`src/rtl/dmem_port_sched_if.sv`:
```
// Exec/BRAM/writeback bundle for the data-memory port scheduler.
// The master side is exec plus the BRAM; the slave side is the scheduler itself.
interface dmem_port_sched_if #(
  parameter int ADDR_W = 15
);
  logic              bundle_valid;
  logic              u_ld;
  logic              u_st;
  logic [31:0]       u_addr;
  logic [31:0]       u_wdata;
  logic [4:0]        u_rt;
  logic              l_ld;
  logic              l_st;
  logic [31:0]       l_addr;
  logic [31:0]       l_wdata;
  logic [4:0]        l_rt;
  logic              stall;
  logic              mem_en;
  logic              mem_we;
  logic [ADDR_W-1:0] mem_addr;
  logic [31:0]       mem_wdata;
  logic [31:0]       mem_rdata;
  logic              ld_valid;
  logic [4:0]        ld_rt;
  logic [31:0]       ld_data;
  logic              memory1_used;
  logic              memory2_used;

  modport master (
    output bundle_valid, u_ld, u_st, u_addr, u_wdata, u_rt,
    output l_ld, l_st, l_addr, l_wdata, l_rt, mem_rdata,
    input  stall, mem_en, mem_we, mem_addr, mem_wdata,
    input  ld_valid, ld_rt, ld_data, memory1_used, memory2_used
  );

  modport slave (
    input  bundle_valid, u_ld, u_st, u_addr, u_wdata, u_rt,
    input  l_ld, l_st, l_addr, l_wdata, l_rt, mem_rdata,
    output stall, mem_en, mem_we, mem_addr, mem_wdata,
    output ld_valid, ld_rt, ld_data, memory1_used, memory2_used
  );
endinterface

```
`src/rtl/dmem_port_sched.sv`:
```
// Shares the single data-memory port between the u and l issue lanes, serialising
// dual-op bundles over two cycles and tracking loads across the BRAM read latency.
module dmem_port_sched #(
  parameter int ADDR_W   = 15,
  parameter int READ_LAT = 2    // legal range 1..4
) (
  input  logic              clk,
  input  logic              rst,
  dmem_port_sched_if.slave  bus
);

  localparam logic [0:0] IDLE   = 1'b0;
  localparam logic [0:0] SECOND = 1'b1;

  typedef struct packed {
    logic              ld;
    logic [ADDR_W-1:0] addr;
    logic [31:0]       wdata;
    logic [4:0]        rt;
  } lane_op_t;

  logic [0:0] state;
  logic [0:0] state_n;
  lane_op_t   u_op;
  lane_op_t   l_op;
  lane_op_t   hold_q;
  lane_op_t   sel;
  logic       op_u;
  logic       op_l;
  logic       issue;
  logic       issue_ld;
  logic       hold_en;
  logic       stall;

  logic [READ_LAT-1:0]      pipe_v;
  logic [READ_LAT-1:0][4:0] pipe_rt;

  // Upper address bits are architecturally ignored by the port.
  logic unused_addr_hi;
  assign unused_addr_hi = ^{bus.u_addr[31:ADDR_W], bus.l_addr[31:ADDR_W]};

  assign op_u = bus.u_ld | bus.u_st;
  assign op_l = bus.l_ld | bus.l_st;
  assign u_op = '{ld: bus.u_ld, addr: bus.u_addr[ADDR_W-1:0], wdata: bus.u_wdata, rt: bus.u_rt};
  assign l_op = '{ld: bus.l_ld, addr: bus.l_addr[ADDR_W-1:0], wdata: bus.l_wdata, rt: bus.l_rt};

  // NOTE: every signal gets its default before the case so no path leaves one
  // unassigned, which would otherwise infer a latch.
  always_comb begin
    state_n = state;
    issue   = 1'b0;
    sel     = '0;
    stall   = 1'b0;
    hold_en = 1'b0;
    if (!rst) begin
      case (state)
        IDLE: begin
          if (bus.bundle_valid) begin
            if (op_u) begin
              issue = 1'b1;
              sel   = u_op;
              if (op_l) begin
                stall   = 1'b1;
                hold_en = 1'b1;
                state_n = SECOND;
              end
            end else if (op_l) begin
              issue = 1'b1;
              sel   = l_op;
            end
          end
        end
        SECOND: begin
          // exec is still presenting the same bundle, so bundle_valid is ignored
          issue   = 1'b1;
          sel     = hold_q;
          state_n = IDLE;
        end
        default: state_n = IDLE;
      endcase
    end
  end

  assign issue_ld = issue & sel.ld;

  // NOTE: sequential state uses non-blocking assignments so every flop samples
  // pre-edge values regardless of statement order.
  always_ff @(posedge clk) begin
    if (rst) begin
      state  <= IDLE;
      hold_q <= '0;
      pipe_v <= '0;
    end else begin
      state <= state_n;
      if (hold_en) hold_q <= l_op;
      pipe_v[0] <= issue_ld;
      for (int i = 1; i < READ_LAT; i++) pipe_v[i] <= pipe_v[i-1];
    end
  end

  // NOTE: the rt payload is left unreset; it is only observed when its valid
  // bit is set, and the valids are cleared on reset.
  always_ff @(posedge clk) begin
    pipe_rt[0] <= sel.rt;
    for (int i = 1; i < READ_LAT; i++) pipe_rt[i] <= pipe_rt[i-1];
  end

  assign bus.stall        = stall;
  assign bus.mem_en       = issue;
  assign bus.mem_we       = issue & ~sel.ld;
  assign bus.mem_addr     = sel.addr;
  assign bus.mem_wdata    = sel.wdata;
  assign bus.ld_valid     = pipe_v[READ_LAT-1];
  assign bus.ld_rt        = pipe_rt[READ_LAT-1];
  assign bus.ld_data      = bus.mem_rdata;
  assign bus.memory1_used = issue_ld;
  assign bus.memory2_used = pipe_v[READ_LAT-1];

endmodule

```
`src/flat_wrapper.sv`:
```
// flat-port wrapper written by rule: the top's interface ports become plain ports
module dmem_port_sched_flat 
#(
  parameter int ADDR_W   = 15,
  parameter int READ_LAT = 2                       
)
  (clk, rst, bus_bundle_valid, bus_u_ld, bus_u_st, bus_u_addr, bus_u_wdata, bus_u_rt, bus_l_ld, bus_l_st, bus_l_addr, bus_l_wdata, bus_l_rt, bus_mem_rdata, bus_stall, bus_mem_en, bus_mem_we, bus_mem_addr, bus_mem_wdata, bus_ld_valid, bus_ld_rt, bus_ld_data, bus_memory1_used, bus_memory2_used);
  dmem_port_sched_if #(.ADDR_W(ADDR_W)) bus_i ();
  input  logic clk;
  input  logic rst;
  input wire logic [$bits(bus_i.bundle_valid)-1:0] bus_bundle_valid;
  input wire logic [$bits(bus_i.u_ld)-1:0] bus_u_ld;
  input wire logic [$bits(bus_i.u_st)-1:0] bus_u_st;
  input wire logic [$bits(bus_i.u_addr)-1:0] bus_u_addr;
  input wire logic [$bits(bus_i.u_wdata)-1:0] bus_u_wdata;
  input wire logic [$bits(bus_i.u_rt)-1:0] bus_u_rt;
  input wire logic [$bits(bus_i.l_ld)-1:0] bus_l_ld;
  input wire logic [$bits(bus_i.l_st)-1:0] bus_l_st;
  input wire logic [$bits(bus_i.l_addr)-1:0] bus_l_addr;
  input wire logic [$bits(bus_i.l_wdata)-1:0] bus_l_wdata;
  input wire logic [$bits(bus_i.l_rt)-1:0] bus_l_rt;
  input wire logic [$bits(bus_i.mem_rdata)-1:0] bus_mem_rdata;
  output wire logic [$bits(bus_i.stall)-1:0] bus_stall;
  output wire logic [$bits(bus_i.mem_en)-1:0] bus_mem_en;
  output wire logic [$bits(bus_i.mem_we)-1:0] bus_mem_we;
  output wire logic [$bits(bus_i.mem_addr)-1:0] bus_mem_addr;
  output wire logic [$bits(bus_i.mem_wdata)-1:0] bus_mem_wdata;
  output wire logic [$bits(bus_i.ld_valid)-1:0] bus_ld_valid;
  output wire logic [$bits(bus_i.ld_rt)-1:0] bus_ld_rt;
  output wire logic [$bits(bus_i.ld_data)-1:0] bus_ld_data;
  output wire logic [$bits(bus_i.memory1_used)-1:0] bus_memory1_used;
  output wire logic [$bits(bus_i.memory2_used)-1:0] bus_memory2_used;
  assign bus_i.bundle_valid = bus_bundle_valid;
  assign bus_i.u_ld = bus_u_ld;
  assign bus_i.u_st = bus_u_st;
  assign bus_i.u_addr = bus_u_addr;
  assign bus_i.u_wdata = bus_u_wdata;
  assign bus_i.u_rt = bus_u_rt;
  assign bus_i.l_ld = bus_l_ld;
  assign bus_i.l_st = bus_l_st;
  assign bus_i.l_addr = bus_l_addr;
  assign bus_i.l_wdata = bus_l_wdata;
  assign bus_i.l_rt = bus_l_rt;
  assign bus_i.mem_rdata = bus_mem_rdata;
  assign bus_stall = bus_i.stall;
  assign bus_mem_en = bus_i.mem_en;
  assign bus_mem_we = bus_i.mem_we;
  assign bus_mem_addr = bus_i.mem_addr;
  assign bus_mem_wdata = bus_i.mem_wdata;
  assign bus_ld_valid = bus_i.ld_valid;
  assign bus_ld_rt = bus_i.ld_rt;
  assign bus_ld_data = bus_i.ld_data;
  assign bus_memory1_used = bus_i.memory1_used;
  assign bus_memory2_used = bus_i.memory2_used;
  dmem_port_sched #(.ADDR_W(ADDR_W), .READ_LAT(READ_LAT)) u_core (.clk(clk), .rst(rst), .bus(bus_i));
endmodule
```
`config.mk`:
```
export PLATFORM = sky130hd
export DESIGN_NAME = dmem_port_sched_flat
export DESIGN_NICKNAME = d
export VERILOG_FILES = /design/src/rtl/dmem_port_sched_if.sv /design/src/rtl/dmem_port_sched.sv /design/src/flat_wrapper.sv
export SDC_FILE = /design/constraint.sdc
export NUM_CORES = 1
export LEC_CHECK = 0
export CAP_MARGIN = 20
export CORE_ASPECT_RATIO = 1.5
export CORE_MARGIN = 3
export CORE_UTILIZATION = 35
export DETAILED_ROUTE_END_ITERATION = 8
export HOLD_SLACK_MARGIN = 0.05
export PLACE_DENSITY = 0.91
export SLEW_MARGIN = 10
export SYNTH_ARGS = -nofsm -noshare
export SYNTH_HDL_FRONTEND = slang
export SYNTH_SLANG_ARGS = --single-unit
```
`constraint.sdc`:
```
create_clock -name clk -period 2.2 [get_ports clk]
set_clock_uncertainty 0.05 [all_clocks]
set_input_delay 0.44 -clock clk [delete_from_list [all_inputs] [get_ports clk]]
set_output_delay 0.44 -clock clk [all_outputs]
set_load 0.02 [all_outputs]
```
==> impl_results.md, run 1 <==
- Critical Path End Type: output pin
- CTS Buffer Depth: 2
- Port Buf Inserts: 168
- IO Pins: 267
- Mapped Nets: 538
- Static Leak: ~2.5 nW
- Die Footprint: 11900 um2
- Post-synth EDFFs: 0
- Area Overhead vs Synth: 57.7%
- Reg2reg start: u_core.state
- Minimum clock period: 2.20 ns
- Yosys reg bits: between 60 and 70
- CTS clk-pin slew, worst paths: 0.05 ns
- Yosys warns: 0
- Die Height: approximately 130 um
- Diodes inserted: 0
- DP Area: about 5400 um2
- Root Driver: clkbuf_16
- Max incr delay on CP: 0.37 ns
- Detailed placement HPWL: slightly above 8000 um
- Pwr Total: 3.35 mW
- Antenna violations before repair: 1
- Power Dens Cells: roughly 570 nW/um2
- Global-route wire length before repair: approximately 19000 um
- Worst Setup Path Type: input pin to output pin
- Crit-path max FO: 8
- Initial Util: 36.4%
- CTS Buf Count: 9
- Hold/Removal Path Class: flip-flop to flip-flop
- Setup repair after global routing missed its margin: yes
- CTS tree: yes
- Post-synthesis cell count: between 300 and 400
- Final Hold Viols: 0
- Max Cap Viol: 0
- Row count: 45
- Max Transition Viols Final: 0
- Final core area utilization: a little under three fifths
- HP Start: u_core.pipe_rt[1]
- Crit start category: input pin
- Mean post-synth cell area: a little over 10 um2
- Yosys top cell area share: 35.5%
- Status: finished, final reports clean
- Vias/cell: between 5 and 6
- Routed met2 length: 6510 um
- Uppermost layer routed: met5
- Gr usage total: 20.9%
- Clock Sinks: 66
- Worst-Margin Slew: ~0.72 ns
- Max_slew headroom: between 50% and 60%
- Fin crit share: 99.9%
- Grt ovf: 0
- Largest net degree at the start of global routing: 54
- Post-route DRC: 0
- Critical Path RT: about 1.7 ns
- Routability cong.: about 0.73
- Synth Flop Type: dfxtp_1
- Asr flop ratio synth: 0%
- Final worst slack: 0.00268 ns
- Synth area leader: dfxtp_1
- Met3 WL: 959 um
- Endpoints failing setup: 0
- Hold WS: 0.274 ns
- Cell mode on critical path: buf_6
- Cell at the slowest stage of the critical path: a221o_1
- Number of global-route vias before repair: 3725
- Fin area: 5880 um2
- Die Span X: 90.2 um
- WL met1: about 4400 um
- Final wirelength: 12700 um
- DR vias: between 3000 and 4000
- Crit path cell chain: buf_2 > o21ai_4 > nor4b_4 > buf_6 > buf_6 > buf_12 > a221o_1 > buf_6
- CTS Hold Bufs: 0
- Commonest cells post-synth: 66 x dfxtp_1, 57 x nor2b_1, 52 x a221o_1, 52 x and2_1, 50 x mux2_2
- Worst Setup SP: bus_l_ld
- Core area: 10200 um2
- IR drop worst, VDD: approximately 0.35 mV
- Layout net count: 693
- 1st-iter DRT viols: 103
- Arrival @ worst endpoint: 1.71 ns
- Most frequent cell after synthesis: dfxtp_1
- WL/cell: ~19 um
- Share of layout cells above drive strength 1: approximately a third
- Synth top area cells: dfxtp_1 35%, mux2_2 15%, a221o_1 14%, nor2b_1 9.6%, and2_1 8.7%
- Detail Route Antenna Nets: 0
- Dpl ws: -0.833 ns
- Number of distinct library cells after synthesis: 24
- First-pass iteration count of the detailed router: 4
- Max frequency: 0.455 GHz
- Clock latency on the worst-skew pair: 0.33 ns
- CTS HTree Levels: 3
- Cell area after synthesis: approximately 3700 um2
- Post-synthesis sequential area ratio: 35.5%
## where the power goes
part	internal [mW]	switching [mW]
logic	0.456	0.302
registers	1.27	0.0303
clock network	0.786	0.507
total	2.51	0.839
## state kept, by name, summed over array words and instances (netlist names)
signal,cells
u_core.hold_q,53
u_core.bus.ld_rt,5
u_core.pipe_rt,5
u_core.pipe_v,2
u_core.state,1
## area by class of cell
type	instances	area (um2)
Clock buffer	11	243
Multi-Input combinational cell	228	1950
Clock inverter	5	30.0
Tap cell	141	176
Sequential cell	66	1330
Inverter	1	3.75
Fill cell	888	4370
Timing Repair Buffer	210	2150
## per-layer routing
metal | global-route usage, % | vias to the layer above
met5 | 0 | -
met4 | 16.1 | 2
met1 | 20.1 | 1546
met2 | 37.2 | 146
li1 | - | 1571
met3 | 5.94 | 63
## worst max-delay path: cells and delay by family
family	cells	cell delay, ns
simple gates	1	0.06
compound gates	2	0.54
buf+inv	5	0.66
## stage by stage
stage / TNS [ns] / instances
detailed placement: -64.89 / 631
global placement: -59.15 / 631
global route: -0.505 / 662
CTS: -0.0238 / 661
floorplan: 0 / 361
finish: 0 / 662
## what timing repair did
item / 4_1_cts / 5_1_grt
pin swaps: 18 / 7
gates cloned: 6 / 1
setup buffers: 9 / 3
gates resized for setup: 280 / 26
endpoints found under the setup margin: 104 / 39
## final timing paths
kind	to	slack (ns)	cells after the start
setup / recovery	bus_mem_wdata[22]	0.003	8
setup reg to reg	u_core.hold_q[8]	0.18	4
hold reg to reg	u_core.bus.ld_rt[1]	0.27	0
hold / removal	u_core.bus.ld_rt[1]	0.27	0
## logic make-up after synthesis
family / count (synthesis) / share of synthesized area (%)
AOI/OAI and AO/OA: 57 / 14.8
buffers and inverters: 67 / 12.9
DFF: 66 / 35.5
muxes: 53 / 16.0
and+or+nand+nor: 118 / 20.8
## cell usage in the layout (no fill, tap or decap), drive strengths merged, types with 2 or more instances in the layout
master           n
dfxtp           66
nor2b           57
buf             95
clkinvlp         2
clkinv           3
mux2            53
nor4             2
clkbuf          12
nor2             2
dlygate4sd2      2
a221o           52
o21ai            2
a21oi            2
clkdlybuf4s50  111
nor4b            2
and2            52
Note: power is estimated with default switching activity, not from simulation.
==> inputs of run 2 (changes only) <==
Settings changed: RECOVER_POWER set to 100.
==> impl_results.md, run 2 (synthesized netlist as in run 1, its figures left out) <==
- Minimum clock period: 2.20 ns
- CTS Buffer Depth: 2
- Max FFs per register: 53
- Post-Layout Cell Count: 662
- Detailed placement HPWL: just over 8000 um
- Crit-path max FO: 7
- Hold WS: ~0.27 ns
- Hold/Removal Path Class: flip-flop to flip-flop
- Inst Count DP: 631
- P_sw: 0.839 mW
- RR Endpoint: u_core.hold_q[8]
- GR Layer Usage met1: 20.1%
- Die Footprint: 11900 um2
- Initial Util: around 36%
- Worst Reg-to-Reg Cells: 4
- Arrival @ worst endpoint: 1.71 ns
- Clk pwr share: 38.6%
- Vias/cell: 5.07
- Reg2reg start: u_core.state
- Diodes inserted: 0
- Endpoints failing setup: 0
- HP Start: u_core.pipe_rt[1]
- Port Buf Inserts: 168
- Detail Route Antenna Nets: 0
- 1st-iter DRT viols: 117
- Core area: 10200 um2
- Die Height: 132 um
- Cell at the slowest stage of the critical path: a221o_1
- Top delay family on crit path: buffers and inverters
- Number of global-route vias before repair: 3725
- IR drop worst, VDD: 0.348 mV
- CTS Hold Bufs: 0
- M2 GR Usage: 37.2%
- Max incr delay on CP: 0.36 ns
- Cell mode on critical path: buf_6
- Final Hold Viols: 0
- Clock latency on the worst-skew pair: 0.33 ns
- Met3 Resource Use GR: 5.94%
- Combinational share of power: 22.4%
- Hold Path Depth: 0
- Worst-Margin Slew: 1.05 ns
- Clock Sinks: 66
- Row count: 45
- Sw Ratio: 25.1%
- Root Driver: clkbuf_16
- DP Area: 5370 um2
- Max Cap Viol: 0
- Max Transition Viols Final: 0
- Status: finished, final reports clean
- CTS HTree Levels: 3
- Final core area utilization: 57.1%
- CTS clk-pin slew, worst paths: 0.05 ns
- Pint: ~2.5 mW
- CTS Buf Count: 9
- Fin area: around 5800 um2
- CP bufs+invs: 5
- Gr usage total: 20.9%
- Static Leak: roughly 2.5 nW
- Routability cong.: 0.725
- Power Dens Cells: 572 nW/um2
- Register share of total power: about two fifths
- Commonest non-fill, non-tap cell in the layout: clkdlybuf4s50_1
- Crit start category: input pin
- Commonest non-fill, non-tap cells in the layout: 104 x clkdlybuf4s50_1, 65 x dfxtp_1, 56 x nor2b_1
- Grt peak-use layer: met2
- CTS tree: yes
- Area Overhead vs Synth: 57.0%
- Critical Path End Type: output pin
- Post-route DRC: 0
- Max_slew headroom: 30.3%
- Layout net count: 693
- First-pass iteration count of the detailed router: 4
- Global-route wire length before repair: 19400 um
- DR vias: around 3400
- R2R setup slack: 0.08 ns
- Register bank with the most flops: u_core.hold_q
- Fillcell total: 894
- Crit path cell chain: buf_2 > o21ai_4 > nor4b_4 > buf_6 > buf_12 > buf_16 > a221o_1 > buf_6
- Share of layout cells above drive strength 1: 32.1%
- Critical Path RT: 1.71 ns
- WP depth: 8
- Fin crit share: between 90% and 100%
- Largest net degree at the start of global routing: 54
- Max frequency: approximately 0.46 GHz
- Worst Setup SP: bus_l_ld
- Die Span X: 90.2 um
- IO Pins: 267
- Hold worst-path end: u_core.bus.ld_rt[1]
- WL/cell: between 15 and 20 um
- Setup repair after global routing missed its margin: yes
- Final wirelength: around 13000 um
- Antenna violations before repair: 1
- Grt ovf: 0
- Worst Setup Path Type: input pin to output pin
==> run 2: layer usage <==
metal,part of all wire (%),up-vias,routed length (um)
met2,52,146,6550
met5,0.10,-,13
met3,7.0,63,887
met1,35,1570,4440
met4,6.5,2,821
li1,-,1574,-
==> run 2: repair_timing <==
action	4_1_cts	5_1_grt
endpoints found under the setup margin	104	39
resized for setup	280	26
pin swaps	18	7
cloned	6	1
setup buffers	9	3
==> run 2: cell type report <==
cell class                      count  area [um2]  area share, %
Tap cell                          141         176           3.02
Sequential cell                    66        1330           22.7
Inverter                            1        3.75         0.0642
Multi-Input combinational cell    228        1940           33.2
Clock buffer                       11         243           4.15
Timing Repair Buffer              210        2130           36.4
Clock inverter                      5        30.0          0.513
==> run 2: power groups by stage <==
stage | sequential [mW] | combinational [mW] | clock [mW]
floorplan | 1.31 | 0.414 | 0
global placement | 1.32 | 0.683 | 0
detailed placement | 1.33 | 0.700 | 0
CTS | 1.30 | 0.750 | 1.34
global route | 1.31 | 0.794 | 1.37
finish | 1.30 | 0.751 | 1.29
==> run 2: stage by stage <==
step                setup TNS [ns]  setup WS, ns  power [mW]
finish                           0       0.00248        3.35
global route                 -1.40       -0.0493        3.48
CTS                        -0.0238       -0.0238        3.39
detailed placement          -64.89        -0.833        2.03
global placement            -59.15        -0.738        2.01
floorplan                        0        0.0456        1.73
==> run 2: worst max-delay path by stage <==
stage,end
floorplan,bus_mem_addr[0]
global placement,bus_mem_addr[7]
detailed placement,bus_mem_wdata[22]
CTS,bus_mem_wdata[22]
global route,bus_mem_addr[5]
finish,bus_mem_addr[3]
==> inputs of run 3 (changes only) <==
Settings changed: GPL_ROUTABILITY_DRIVEN set to 0.
==> results of run 3 <==
No change in the layout: final DEF, timing and power equal those of run 2.
==> patch: new RTL, flow settings as in run 1 <==
`ADDR_W` is set to 15 in 3 places; all go to 16.
--- a/src/rtl/dmem_port_sched_if.sv
+++ b/src/rtl/dmem_port_sched_if.sv
@@ -1,7 +1,7 @@
 // Exec/BRAM/writeback bundle for the data-memory port scheduler.
 // The master side is exec plus the BRAM; the slave side is the scheduler itself.
 interface dmem_port_sched_if #(
-  parameter int ADDR_W = 15
+  parameter int ADDR_W = 16
 );
   logic              bundle_valid;
   logic              u_ld;
--- a/src/rtl/dmem_port_sched.sv
+++ b/src/rtl/dmem_port_sched.sv
@@ -1,7 +1,7 @@
 // Shares the single data-memory port between the u and l issue lanes, serialising
 // dual-op bundles over two cycles and tracking loads across the BRAM read latency.
 module dmem_port_sched #(
-  parameter int ADDR_W   = 15,
+  parameter int ADDR_W   = 16,
   parameter int READ_LAT = 2    // legal range 1..4
 ) (
   input  logic              clk,
--- a/src/flat_wrapper.sv
+++ b/src/flat_wrapper.sv
@@ -1,7 +1,7 @@
 // flat-port wrapper written by rule: the top's interface ports become plain ports
 module dmem_port_sched_flat 
 #(
-  parameter int ADDR_W   = 15,
+  parameter int ADDR_W   = 16,
   parameter int READ_LAT = 2                       
 )
   (clk, rst, bus_bundle_valid, bus_u_ld, bus_u_st, bus_u_addr, bus_u_wdata, bus_u_rt, bus_l_ld, bus_l_st, bus_l_addr, bus_l_wdata, bus_l_rt, bus_mem_rdata, bus_stall, bus_mem_en, bus_mem_we, bus_mem_addr, bus_mem_wdata, bus_ld_valid, bus_ld_rt, bus_ld_data, bus_memory1_used, bus_memory2_used);
Ports: changed (resized bus_mem_addr); port bits go from 267 to 268. The function was not compared with the original's and may differ.
==> patch against run 1 <==
- the flow now finishes with violations (setup timing)
- count of clock-buffer cells in the layout shrank 2
- design area rose by 9.2%
- critical path depth is 1 lower
- routed wire length is 0.26% higher
- worst setup slack got worse by 0.26 ns
- total power is 7.5% higher
- sequential cell count up 1
- worst hold slack improved by 0.0013 ns
- register-to-register slack worse by 0.08 ns
- synthesized area grew 3.2%
- highest routed layer is now met4
==> patch: results (changes against run 1) <==
| Metric | Value |
|---|---|
| Worst EP arrival | `1.96 ns (+0.25 ns)` |
| DP Worst Slack | `-1.045 ns (-0.2123 ns)` |
| Iter 0 DRT Violations | `118 (+15%)` |
| Failing checks | `setup timing` |
| Via count | `3,534 (+6.2%)` |
| Synth Net Count | `543 (+0.93%)` |
| Final WS setup | `-0.2539 ns (-0.2565 ns)` |
| Aggregate global-route resource usage | `19.62% (-1.3 points)` |
| Reg power frac | `36.7% (-2.1 points)` |
| Via/cell ratio | `5.041 (+0.28%)` |
| Fill count | `840 (-5.4%)` |
| Final-report setup violation count | `48 (+48)` |
| Final net count | `729 (+5.2%)` |
| Placed insts | `668 (+5.9%)` |
| RePlAce Congestion | `0.7484 (+3.2%)` |
| DR WL/cell | `18.18 um (-5.3%)` |
| Synth unique cells | `20 (-17%)` |
| Min-Delay Startpoint | `u_core.pipe_rt[0]` |
| Vias in the first global route | `3,920 (+5.2%)` |
| Post-DP HPWL | `8690 um (+6.2%)` |
| Status | `complete, but fails checks` |
| Final setup TNS | `-10.62 ns (-10.62 ns)` |
| CP max FO | `9 (+1)` |
| Worst-Margin Slew | `0.6725 ns (-0.04347 ns)` |
| IO buf count | `171 (+1.8%)` |
| Crit path kind | `flip-flop to output pin` |
| CP max stage cell | `or3b_4` |
| Synth area leaders | `dfxtp_1 35%, mux2_4 15%, a221o_1 14%, nor2b_1 9.3%, and2_1 8.6%` |
| Power Clock | `1.44 mW (+12%)` |
patch: cell types whose count changed in the layout (fill, tap and decap cells not counted), moves of 5 or more:
cell	delta
buf_2	-15
buf_4	+32
mux2_4	+38
buf_6	+5
mux2_2	-34
patch: routing by layer:
metal,share of wire (%),track usage [%],up-vias
li1,-,-,1652
met1,34,18.41,1697
met2,56,38.55,121
met3,4.0,2.750,64
met4,5.4,12.67,0
met5,0,0,-
patch: what timing repair did:
| item | CTS | global route |
|---|---|---|
| endpoints found under the setup margin | 107 | 51 |
| setup buffers | 4 | 6 |
| cloned | 4 | 4 |
| hold buffers | 0 | 0 |
| pin swaps | 9 | 28 |
| gates resized for setup | 310 | 14 |
| endpoints found under the hold margin | 0 | 0 |
patch: critical path: cells and delay by family, from the launching register on:
family | cells | cell delay (ns)
buf+inv | 4 | 0.58
simple gates | 2 | 0.56
flops | 1 | 0.32
compound gates | 1 | 0.16
patch: final timing paths:
path                                            end  slack (ns)  depth (start not counted)
worst max-delay path               bus_mem_addr[13]       -0.25                          7
worst min-delay path            u_core.bus.ld_rt[0]        0.28                          0
worst max register to register    u_core.hold_q[28]        0.10                          5
worst min register to register  u_core.bus.ld_rt[0]        0.28                          0
patch: cell families after synthesis:
group | Yosys count | share of synthesized area (%)
simple gates | 119 | 19.62
buf+inv | 69 | 11.45
flops | 67 | 34.88
compound gates | 57 | 14.51
mux | 54 | 19.52
patch: layout make-up:
class                           instances  share of cell area [%]
Clock buffer                            9                   3.512
Tap cell                              144                   2.809
Timing Repair Buffer                  240                   38.67
Inverter                                4                  0.2341
Sequential cell                        67                   20.93
Clock inverter                          7                   1.210
Multi-Input combinational cell        230                   32.64
